**src/rtl/ssp_tx_ctrl_pkg.sv**
```systemverilog
// Shared definitions for the synchronous serial port transmit controller.
package ssp_tx_ctrl_pkg;
    localparam int DATA_W      = 8;
    localparam int DIV_DEFAULT = 1;

    typedef enum logic [1:0] {
        IDLE  = 2'd0,
        SYNC  = 2'd1,
        SHIFT = 2'd2
    } ssp_state_t;
endpackage

```
**src/rtl/ssp_clk_div.sv**
```systemverilog
// SSPCLKOUT half-period divider: strobes mark the PCLK edge that ends each half.
module ssp_clk_div
    import ssp_tx_ctrl_pkg::*;
#(
    parameter int DIV = DIV_DEFAULT
) (
    input  logic PCLK,
    input  logic CLEAR,
    input  logic en,
    output logic rise,
    output logic fall
);
    logic [7:0] cnt;
    logic       phase;
    logic       wrap;

    // phase 0 is the high half of a period, so a fresh enable starts high
    assign wrap = en && (cnt == 8'(DIV - 1));
    assign fall = wrap && !phase;
    assign rise = wrap && phase;

    always_ff @(posedge PCLK or posedge CLEAR) begin
        if (CLEAR) begin
            cnt   <= '0;
            phase <= 1'b0;
        end else if (!en) begin
            cnt   <= '0;
            phase <= 1'b0;
        end else if (wrap) begin
            cnt   <= '0;
            phase <= ~phase;
        end else begin
            cnt <= cnt + 8'd1;
        end
    end
endmodule

```
**src/rtl/ssp_tx_ctrl.sv**
```systemverilog
// Transmit side of a synchronous serial port: pops FIFO words into a hold
// register and serialises them MSB first behind a one-period frame sync.
//
//   state | meaning
//   IDLE  | line quiet, SSPOE_B high, waiting for a held word
//   SYNC  | one SSPCLKOUT period with SSPFSSOUT high
//   SHIFT | eight data periods, SSPTXD changes with each SSPCLKOUT rise
module ssp_tx_ctrl
    import ssp_tx_ctrl_pkg::*;
#(
    parameter int DIV = DIV_DEFAULT
) (
    input  logic              PCLK,
    input  logic              CLEAR,
    input  logic              fifo_empty,
    input  logic [DATA_W-1:0] TxData,
    output logic              shf_read_ready,
    output logic              SSPCLKOUT,
    output logic              SSPFSSOUT,
    output logic              SSPTXD,
    output logic              SSPOE_B,
    output logic              tx_busy
);
    ssp_state_t        state, state_nxt;
    logic [DATA_W-1:0] hold, shift;
    logic              hold_valid, cap_pending;
    logic [2:0]        bit_cnt;
    logic              div_en, div_rise, div_fall;
    logic              pop_go, enter_sync, sync_end, shift_rise;

    ssp_clk_div #(.DIV(DIV)) u_div (
        .PCLK  (PCLK),
        .CLEAR (CLEAR),
        .en    (div_en),
        .rise  (div_rise),
        .fall  (div_fall)
    );

    assign div_en     = (state != IDLE);
    assign pop_go     = !fifo_empty && !hold_valid && !shf_read_ready && !cap_pending;
    assign sync_end   = (state == SYNC) && div_rise;
    assign shift_rise = (state == SHIFT) && div_rise;
    assign enter_sync = (state_nxt == SYNC) && (state != SYNC);
    assign SSPTXD     = shift[DATA_W-1];
    assign tx_busy    = shf_read_ready || cap_pending || hold_valid || (state != IDLE);

    always_comb begin
        state_nxt = state;
        case (state)
            IDLE:    if (hold_valid) state_nxt = SYNC;
            SYNC:    if (div_rise) state_nxt = SHIFT;
            SHIFT:   if (div_rise && bit_cnt == 3'd0) state_nxt = hold_valid ? SYNC : IDLE;
            default: state_nxt = IDLE;
        endcase
    end

    always_ff @(posedge PCLK or posedge CLEAR) begin
        if (CLEAR) begin
            state          <= IDLE;
            shf_read_ready <= 1'b0;
            cap_pending    <= 1'b0;
            hold           <= '0;
            hold_valid     <= 1'b0;
            shift          <= '0;
            bit_cnt        <= '0;
            SSPCLKOUT      <= 1'b0;
            SSPFSSOUT      <= 1'b0;
            SSPOE_B        <= 1'b1;
        end else begin
            state          <= state_nxt;
            shf_read_ready <= pop_go;
            cap_pending    <= shf_read_ready;

            // FIFO data is valid one edge after the pop pulse ends
            if (cap_pending) begin
                hold       <= TxData;
                hold_valid <= 1'b1;
            end else if (sync_end) begin
                hold_valid <= 1'b0;
            end

            if (enter_sync) begin
                SSPCLKOUT <= 1'b1;
                SSPFSSOUT <= 1'b1;
                SSPOE_B   <= 1'b0;
                shift     <= '0;
            end else if (sync_end) begin
                SSPCLKOUT <= 1'b1;
                SSPFSSOUT <= 1'b0;
                shift     <= hold;
                bit_cnt   <= 3'(DATA_W - 1);
            end else if (shift_rise) begin
                if (bit_cnt == 3'd0) begin
                    SSPCLKOUT <= 1'b0;
                    SSPOE_B   <= 1'b1;
                    shift     <= '0;
                end else begin
                    SSPCLKOUT <= 1'b1;
                    shift     <= {shift[DATA_W-2:0], 1'b0};
                    bit_cnt   <= bit_cnt - 3'd1;
                end
            end else if (div_fall) begin
                SSPCLKOUT <= 1'b0;
            end
        end
    end
endmodule

```
**config.mk**
```make
export PLATFORM = sky130hd
export DESIGN_NAME = ssp_tx_ctrl
export DESIGN_NICKNAME = d
export VERILOG_FILES = /design/src/rtl/ssp_tx_ctrl_pkg.sv /design/src/rtl/ssp_clk_div.sv /design/src/rtl/ssp_tx_ctrl.sv
export SDC_FILE = /design/constraint.sdc
export NUM_CORES = 1
export LEC_CHECK = 0
export CAP_MARGIN = 20
export CORE_ASPECT_RATIO = 1.75
export CORE_UTILIZATION = 50
export CTS_CLUSTER_SIZE = 16
export DETAILED_ROUTE_END_ITERATION = 7
export GPL_ROUTABILITY_DRIVEN = 0
export PLACE_DENSITY_LB_ADDON = 0.12
export SYNTH_ARGS = -nofsm -noshare
export SYNTH_HDL_FRONTEND = slang
export SYNTH_SLANG_ARGS = --single-unit
```
**constraint.sdc**
```tcl
create_clock -name PCLK -period 1.9 [get_ports PCLK]
set_input_delay 0.38 -clock PCLK [delete_from_list [all_inputs] [get_ports PCLK]]
set_output_delay 0.38 -clock PCLK [all_outputs]
set_load 0.1 [all_outputs]
```
==> results of run 1 <==
[power by group through the flow]
| stage | registers, W | clock network, W | logic, W |
|---|---|---|---|
| detailed placement | 0.00127 | 0 | 0.00158 |
| finish | 0.00126 | 0.000555 | 0.00157 |
| global route | 0.00130 | 0.000599 | 0.00169 |
| global placement | 0.00126 | 0 | 0.00151 |
| CTS | 0.00126 | 0.000562 | 0.00159 |
| floorplan | 0.00144 | 0 | 0.000903 |
[through the flow]
| step | worst slack (ns) | total power (W) | utilization (%) | hold slack, ns |
|---|---|---|---|---|
| after detailed placement | 0.123 | 0.00285 | 63.0 | 0.485 |
| after global placement | 0.199 | 0.00277 | 63.0 | 0.466 |
| after CTS | 0.118 | 0.00340 | 65.8 | 0.499 |
| after floorplan | 0.0256 | 0.00235 | - | 0.453 |
| final | 0.138 | 0.00338 | 66.0 | 0.489 |
| after global routing | 0.0107 | 0.00359 | 66.0 | 0.523 |
[cell families (layout without fill, tap and decap cells)]
| kind of cell | Yosys count | count (layout) |
|---|---|---|
| xor+xnor | 7 | 7 |
| fa+ha+maj | 4 | 4 |
| buf+inv | 13 | 40 |
| mux | 11 | 11 |
| compound gates | 29 | 29 |
| simple gates | 51 | 51 |
| flops | 36 | 36 |
[path summary, 6_finish.rpt]
kind / start / to / slack, ns / depth (start not counted)
max in group asynchronous: CLEAR / SSPOE_B$_DFFE_PP1P_ / 1.07 / 3
worst max-delay path: u_div.cnt[3]$_DFF_PP0_ / shift[0]$_DFFE_PP0P_ / 0.14 / 4
worst max register to register: u_div.cnt[3]$_DFF_PP0_ / shift[0]$_DFFE_PP0P_ / 0.14 / 4
worst min register to register: shf_read_ready$_DFF_PP0_ / cap_pending$_DFF_PP0_ / 0.49 / 0
min in group PCLK: shf_read_ready$_DFF_PP0_ / cap_pending$_DFF_PP0_ / 0.49 / 0
worst min-delay path: CLEAR / shift[1]$_DFFE_PP0P_ / 0.49 / 3
[metal layers]
layer | track usage, % | up-vias
met1 | 22.7 | 623
li1 | - | 589
met4 | 11.5 | 0
met5 | 0 | -
met2 | 39.3 | 20
met3 | 6.11 | 6
[layout by cell type, fill, tap and decap left out, drive strengths merged, types with 6 or more instances in the layout]
master	n
nor2	19
dfrtp	35
a22o	7
buf	13
nand2	9
xor2	6
clkdlybuf4s50	10
inv	9
a22oi	6
nand3	7
mux2	11
clkbuf	8
[worst min-delay path: cells and delay by family]
kind,cells,cell delay [ns]
buffers and inverters,3,0.83
[sequential cells by signal (all words and copies together) (netlist names)]
name            flops
bit_cnt             3
hold_valid          1
u_div.phase         1
u_div.cnt           8
SSPCLKOUT           1
hold                8
SSPFSSOUT           1
SSPOE_B             1
shf_read_ready      1
state               2
shift               8
cap_pending         1
[final cells by class]
cell class	count	area, sq um
Fill cell	272	1090
Multi-Input combinational cell	102	779
Tap cell	43	53.8
Sequential cell	36	902
Timing Repair Buffer	23	260
Clock buffer	8	90.1
Inverter	9	33.8
==> key figures, run 1 <==
Synth
  – Share of the synthesized area in the top cell type: 50.9%
  – Synth Warn #: 0
  – Post-synth top flop: dfrtp_1
  – Adder-Cell Fraction of Synth Area: just under 3%
  – Top cells by area, synth: dfrtp_1 51%, mux2_2 6.5%, nor2_1 3.7%, a22o_1 3.6%, xor2_1 3.1%
  – Synth Area in XOR/XNOR: 3.56%
  – Commonest cells post-synth: 35 x dfrtp_1, 17 x nor2_1, 10 x mux2_2, 9 x inv_1, 9 x nand2_1
  – Yosys cell types: 42
  – Flops & latches, synth: 36
  – Synth Area in Simple Gates: between 15 and 20%
  – Syn Area/Cell: 11.4 sq um
  – Count leader, synth: dfrtp_1
  – Post-synthesis mux area share: 7.42%
  – Asr flop ratio synth: 100%
  – Largest family of logic cells by synthesized area: simple AND/OR/NAND/NOR gates
  – Cell Area, Synth: 1720 sq um
  – EDFF count, synth: 0
  – Compound-Gate Fraction of Synth Area: 13.9%
  – Cells after Synth: ~150
  – Sequential-to-total area share from yosys stat: between 50% and 60%
  – Yosys top cell by area: dfrtp_1
  – Post-synth net total: 166

Worst setup path
  – Critical path, cell by cell: nor4_4, nand3_2, a21oi_2, o22ai_1
  – Family with the most delay on the worst path: simple AND/OR/NAND/NOR gates
  – CP required: 2.06 ns
  – Worst Setup Start Kind: flop
  – Buffers & Inverters on Critical Path: 0
  – Largest stage delay, worst path: roughly 0.45 ns
  – WS Path Type: flop to flop
  – Crit path capture type: flop
  – Critical path arrival: roughly 1.9 ns
  – CP Max Fanout: 9
  – Critical path's slowest cell: dfrtp_1

Drt
  – Antenna-violating nets left: 0
  – WL met1: 1250 microns
  – # DRC: 0
  – Highest routed layer: met4
  – Via count: 1238
  – Metal2 WL: ~2000 microns
  – Drt wl/cell: 15.5 microns
  – Detailed-routed wire length on met3: 112 microns
  – Initial DRC Count: 39
  – Routed wire length: 3420 microns
  – Vias/cell: 5.60
  – DRT Pass-1 Iters: 4

Final layout
  – Finished Layout Cells: 221
  – Design area: 2120 sq um
  – Layout area overhead: 23.2%
  – Share of post-route cells with drive strength above 1: ~25%
  – Layout net count: 192
  – # diodes: 0

Die
  – Die width: between 40 and 50 microns
  – Initial Util: 53.6%
  – IO Pins: 17
  – Core area: around 3200 sq um
  – Full die area: 3690 sq um
  – Die Ht: 79.6 microns
  – Placement Rows: 27

Clocking
  – H-tree depth: 2
  – Post_cts resized: 0
  – CTS Root Cell: clkbuf_8
  – CTS tree: done
  – Cts hold-fix bufs: 0
  – Clock latency on the worst-skew pair: 0.30 ns
  – Clk slew on worst S/H paths: 0.07 ns
  – Clock tree buffer depth: 2
  – Sink Count: 36
  – Post-CTS setup buffers: 0
  – Cts bufs inserted: 5

STA
  – Slew margin rel.: 70.1%
  – Tightest Pin Transition: 0.449 ns
  – Fmax: around 0.57 GHz
  – RSZ-0062 raised after global routing: no
  – Final setup viols: 0
  – TNS Setup: 0 ns
  – Fin. max-slew vios: 0
  – Minimum clock period: 1.76 ns
  – Final hold viol count: 0
  – Layout Skew: 0.00807 ns
  – Crit share post-route: around 93%

Pwr
  – Clock share of power: 16.4%
  – Combinational power share: 46.4%
  – Switching share of power: 40.7%
  – Worst VDD drop: 1.09 mV
  – Power Internal: 0.00200 W
  – Lkg Pwr: 0.947 nW
  – Flop pwr share: between 30% and 40%
  – Cell Pwr Density: between 1500 and 2000 nW/um^2
  – Net Switching: 0.00138 W

GRT
  – GRT Residual Overflow: 0
  – First-pass GRT wire length: around 5700 microns
  – Largest net degree at the start of global routing: 37
  – Initial antenna violation count: 0
  – Vias in the first global route: ~1.3k
  – All-Layer GR Usage: 22.5%

Hold path
  – Min-delay worst type: input port to async pin

Status
  – Status: completed

Placed design
  – Port buffer count: 16
  – Area after DPL: 2020 sq um
  – Placed insts: 213
  – DP HPWL: 2550 microns

Job
  – Max-Cap Viols: 0
Note: power is estimated with default switching activity, not from simulation.
==> run 2, diff against run 1 <==
--- a/config.mk
+++ b/config.mk
@@ -7,6 +7,7 @@
 export LEC_CHECK = 0
 export CAP_MARGIN = 20
 export CORE_ASPECT_RATIO = 1.75
+export CORE_MARGIN = 5
 export CORE_UTILIZATION = 50
 export CTS_CLUSTER_SIZE = 16
 export DETAILED_ROUTE_END_ITERATION = 7
==> run 2 against run 1 <==
Effect of this change:
- highest routed layer unchanged
- routed wire length unchanged
- clock power increased by 6.3%
- register-to-register slack about the same
- critical path type unchanged
- hold slack improved by 0.0057 ns
- power increased by 1.2%
==> key figures, run 2 (same netlist as run 1, synthesis figures left out) <==
Worst setup path
  – Critical path origin: u_div.cnt[0]$_DFF_PP0_
  – Family with the most delay on the worst path: flip-flops
  – Worst Setup Start Kind: flop
  – CP required: 2.06 ns (about the same)
  – Critical path, cell by cell: inv_1, ha_1, nor3b_1, buf_4, o2111ai_4, buf_4, a211oi_1, a211oi_1
  – Worst r2r src: u_div.cnt[0]$_DFF_PP0_
  – Buffers & Inverters on Critical Path: 3 (+3)
  – Largest stage delay, worst path: 0.44 ns (about the same)
  – Crit path capture type: flop
  – WS Path Type: flop to flop
  – CP Max Fanout: 9 (unchanged)
  – Worst reg2reg setup slack: 0.14 ns (about the same)
  – Critical path's slowest cell: dfrtp_2
  – Critical path arrival: 1.92 ns (about the same)

Final layout
  – FF+latch area: 903 sq um (+0.14%)
  – Filler cell count: 293 (+7.7%)
  – Most common cell after layout, fill and taps aside: dfrtp_1
  – Most frequent cells in the layout: 34 x dfrtp_1, 17 x nor2_1, 10 x mux2_2, 10 x clkdlybuf4s50_1
  – Design area: 2130 sq um (+0.59%)
  – Share of post-route cells with drive strength above 1: 25.1% (+0.42 points)
  – # diodes: 0 (unchanged)
  – Largest registers: hold: 8 flops, shift: 8 flops, u_div.cnt: 8 flops
  – Multi-input logic area: 771 sq um (-1.1%)
  – Layout area overhead: 23.9%
  – Finished Layout Cells: 224 (+1.4%)
  – Layout net count: 193 (+0.52%)

Die
  – Die width: 54.3 microns (+17%)
  – Full die area: 4760 sq um (+29%)
  – Placement Rows: 28 (+3.7%)
  – IO Pins: 17 (unchanged)
  – Die Ht: 87.6 microns (+10%)
  – Initial Util: 51.2% (-2.5 points)
  – Core area: 3360 sq um (+4.8%)

Clocking
  – Post_cts resized: 0 (unchanged)
  – Post-CTS setup buffers: 0 (unchanged)
  – Cts bufs inserted: 5 (unchanged)
  – CTS tree: done
  – Clk slew on worst S/H paths: 0.07 ns (about the same)
  – H-tree depth: 2 (unchanged)
  – Clock latency on the worst-skew pair: 0.29 ns (about the same)
  – Clock tree buffer depth: 2 (unchanged)
  – CTS Root Cell: clkbuf_8
  – Cts hold-fix bufs: 0 (unchanged)
  – Sink Count: 36 (unchanged)

STA
  – TNS Setup: 0 ns (unchanged)
  – Final hold viol count: 0 (unchanged)
  – Slew margin rel.: 65.0% (-5.0 points)
  – Final setup viols: 0 (unchanged)
  – Minimum clock period: 1.76 ns (+0.000120 ns)
  – Fin. max-slew vios: 0 (unchanged)
  – Crit share post-route: 92.7% (about the same)
  – Layout Skew: 0.00521 ns (-0.00286 ns)
  – Tightest Pin Transition: 0.521 ns (+0.0717 ns)
  – RSZ-0062 raised after global routing: no
  – Tightest hold margin: 0.495 ns (+0.00570 ns)
  – Fmax: 0.568 GHz (about the same)

Drt
  – # DRC: 0 (unchanged)
  – Metal2 WL: 1920 microns (-3.0%)
  – Initial DRC Count: 34 (-13%)
  – Drt wl/cell: 15.3 microns (-1.3%)
  – Routed wire length: 3420 microns (unchanged)
  – Via count: 1232 (-0.48%)
  – DRT Pass-1 Iters: 4 (unchanged)
  – WL met1: 1310 microns (+4.7%)
  – Antenna-violating nets left: 0 (unchanged)
  – Vias/cell: 5.50 (-1.8%)
  – Highest routed layer: met4
  – Detailed-routed wire length on met3: 88 microns (-21%)

GRT
  – Initial antenna violation count: 0 (unchanged)
  – All-Layer GR Usage: 17.2% (-5.3 points)
  – First-pass GRT wire length: 5850 microns (+2.7%)
  – Vias in the first global route: 1276 (-1.3%)
  – GRT Residual Overflow: 0 (unchanged)
  – Largest net degree at the start of global routing: 37 (unchanged)

Pwr
  – Worst VDD drop: 0.864 mV (-21%)
  – Cell Pwr Density: 1600 nW/um^2 (+0.56%)
  – Lkg Pwr: 0.953 nW (+0.69%)

Placed design
  – Area after DPL: 2030 sq um (+0.50%)
  – Placed insts: 216 (+1.4%)
  – Port buffer count: 16 (unchanged)
  – DP HPWL: 2600 microns (+2.0%)

Job
  – Max-Cap Viols: 0 (unchanged)

Hold path
  – Min-delay worst type: flop to flop
  – Hold path start: u_div.cnt[0]$_DFF_PP0_

Status
  – Status: completed
==> run 2: cell count changes in the layout (fill, tap and decap cells not counted), sizes merged <==
cell	delta
buf	+1
==> run 2: power breakdown <==
part / total [W] / switching [W] / internal (W)
logic: 0.00157 / 0.000883 / 0.000686
registers: 0.00126 / 0.000227 / 0.00103
clock network: 0.000590 / 0.000260 / 0.000331
total: 0.00342 / 0.00137 / 0.00205
==> run 2: area by class of cell <==
class	count	area share, %
clock buffer	8	4.69
sequential	36	42.4
multi-input combinational	102	36.2
inverter	9	1.58
timing repair buffer	24	12.6
tap	45	2.64
==> run 2: stage by stage <==
step	util, %	power (W)	setup WS, ns
global placement	60.4	0.00280	0.196
CTS	63.4	0.00346	0.129
detailed placement	60.4	0.00286	0.129
finish	63.4	0.00342	0.138
global route	63.4	0.00366	0.0130
floorplan	-	0.00235	0.0256
==> run 2: layer usage <==
layer	track usage, %	vias to the layer above
met5	0	-
met1	19.5	619
li1	-	592
met2	29.1	13
met4	8.84	0
met3	3.58	8
==> run 2: worst paths after layout <==
path / cells after the start / endpoint
worst min-delay path: 1 / u_div.cnt[0]$_DFF_PP0_
worst min register to register: 1 / u_div.cnt[0]$_DFF_PP0_
max in group asynchronous: 3 / SSPOE_B$_DFFE_PP1P_
min in group asynchronous: 3 / state[0]$_DFF_PP0_
worst max-delay path: 8 / shift[2]$_DFFE_PP0P_
worst max register to register: 8 / shift[2]$_DFFE_PP0P_
==> run 2: worst register-to-register path, cell delays in order, from the launching register on <==
cell	delay, ns
dfrtp_2	0.44
inv_1	0.07
ha_1	0.18
nor3b_1	0.19
buf_4	0.15
o2111ai_4	0.11
buf_4	0.21
a211oi_1	0.22
a211oi_1	0.07
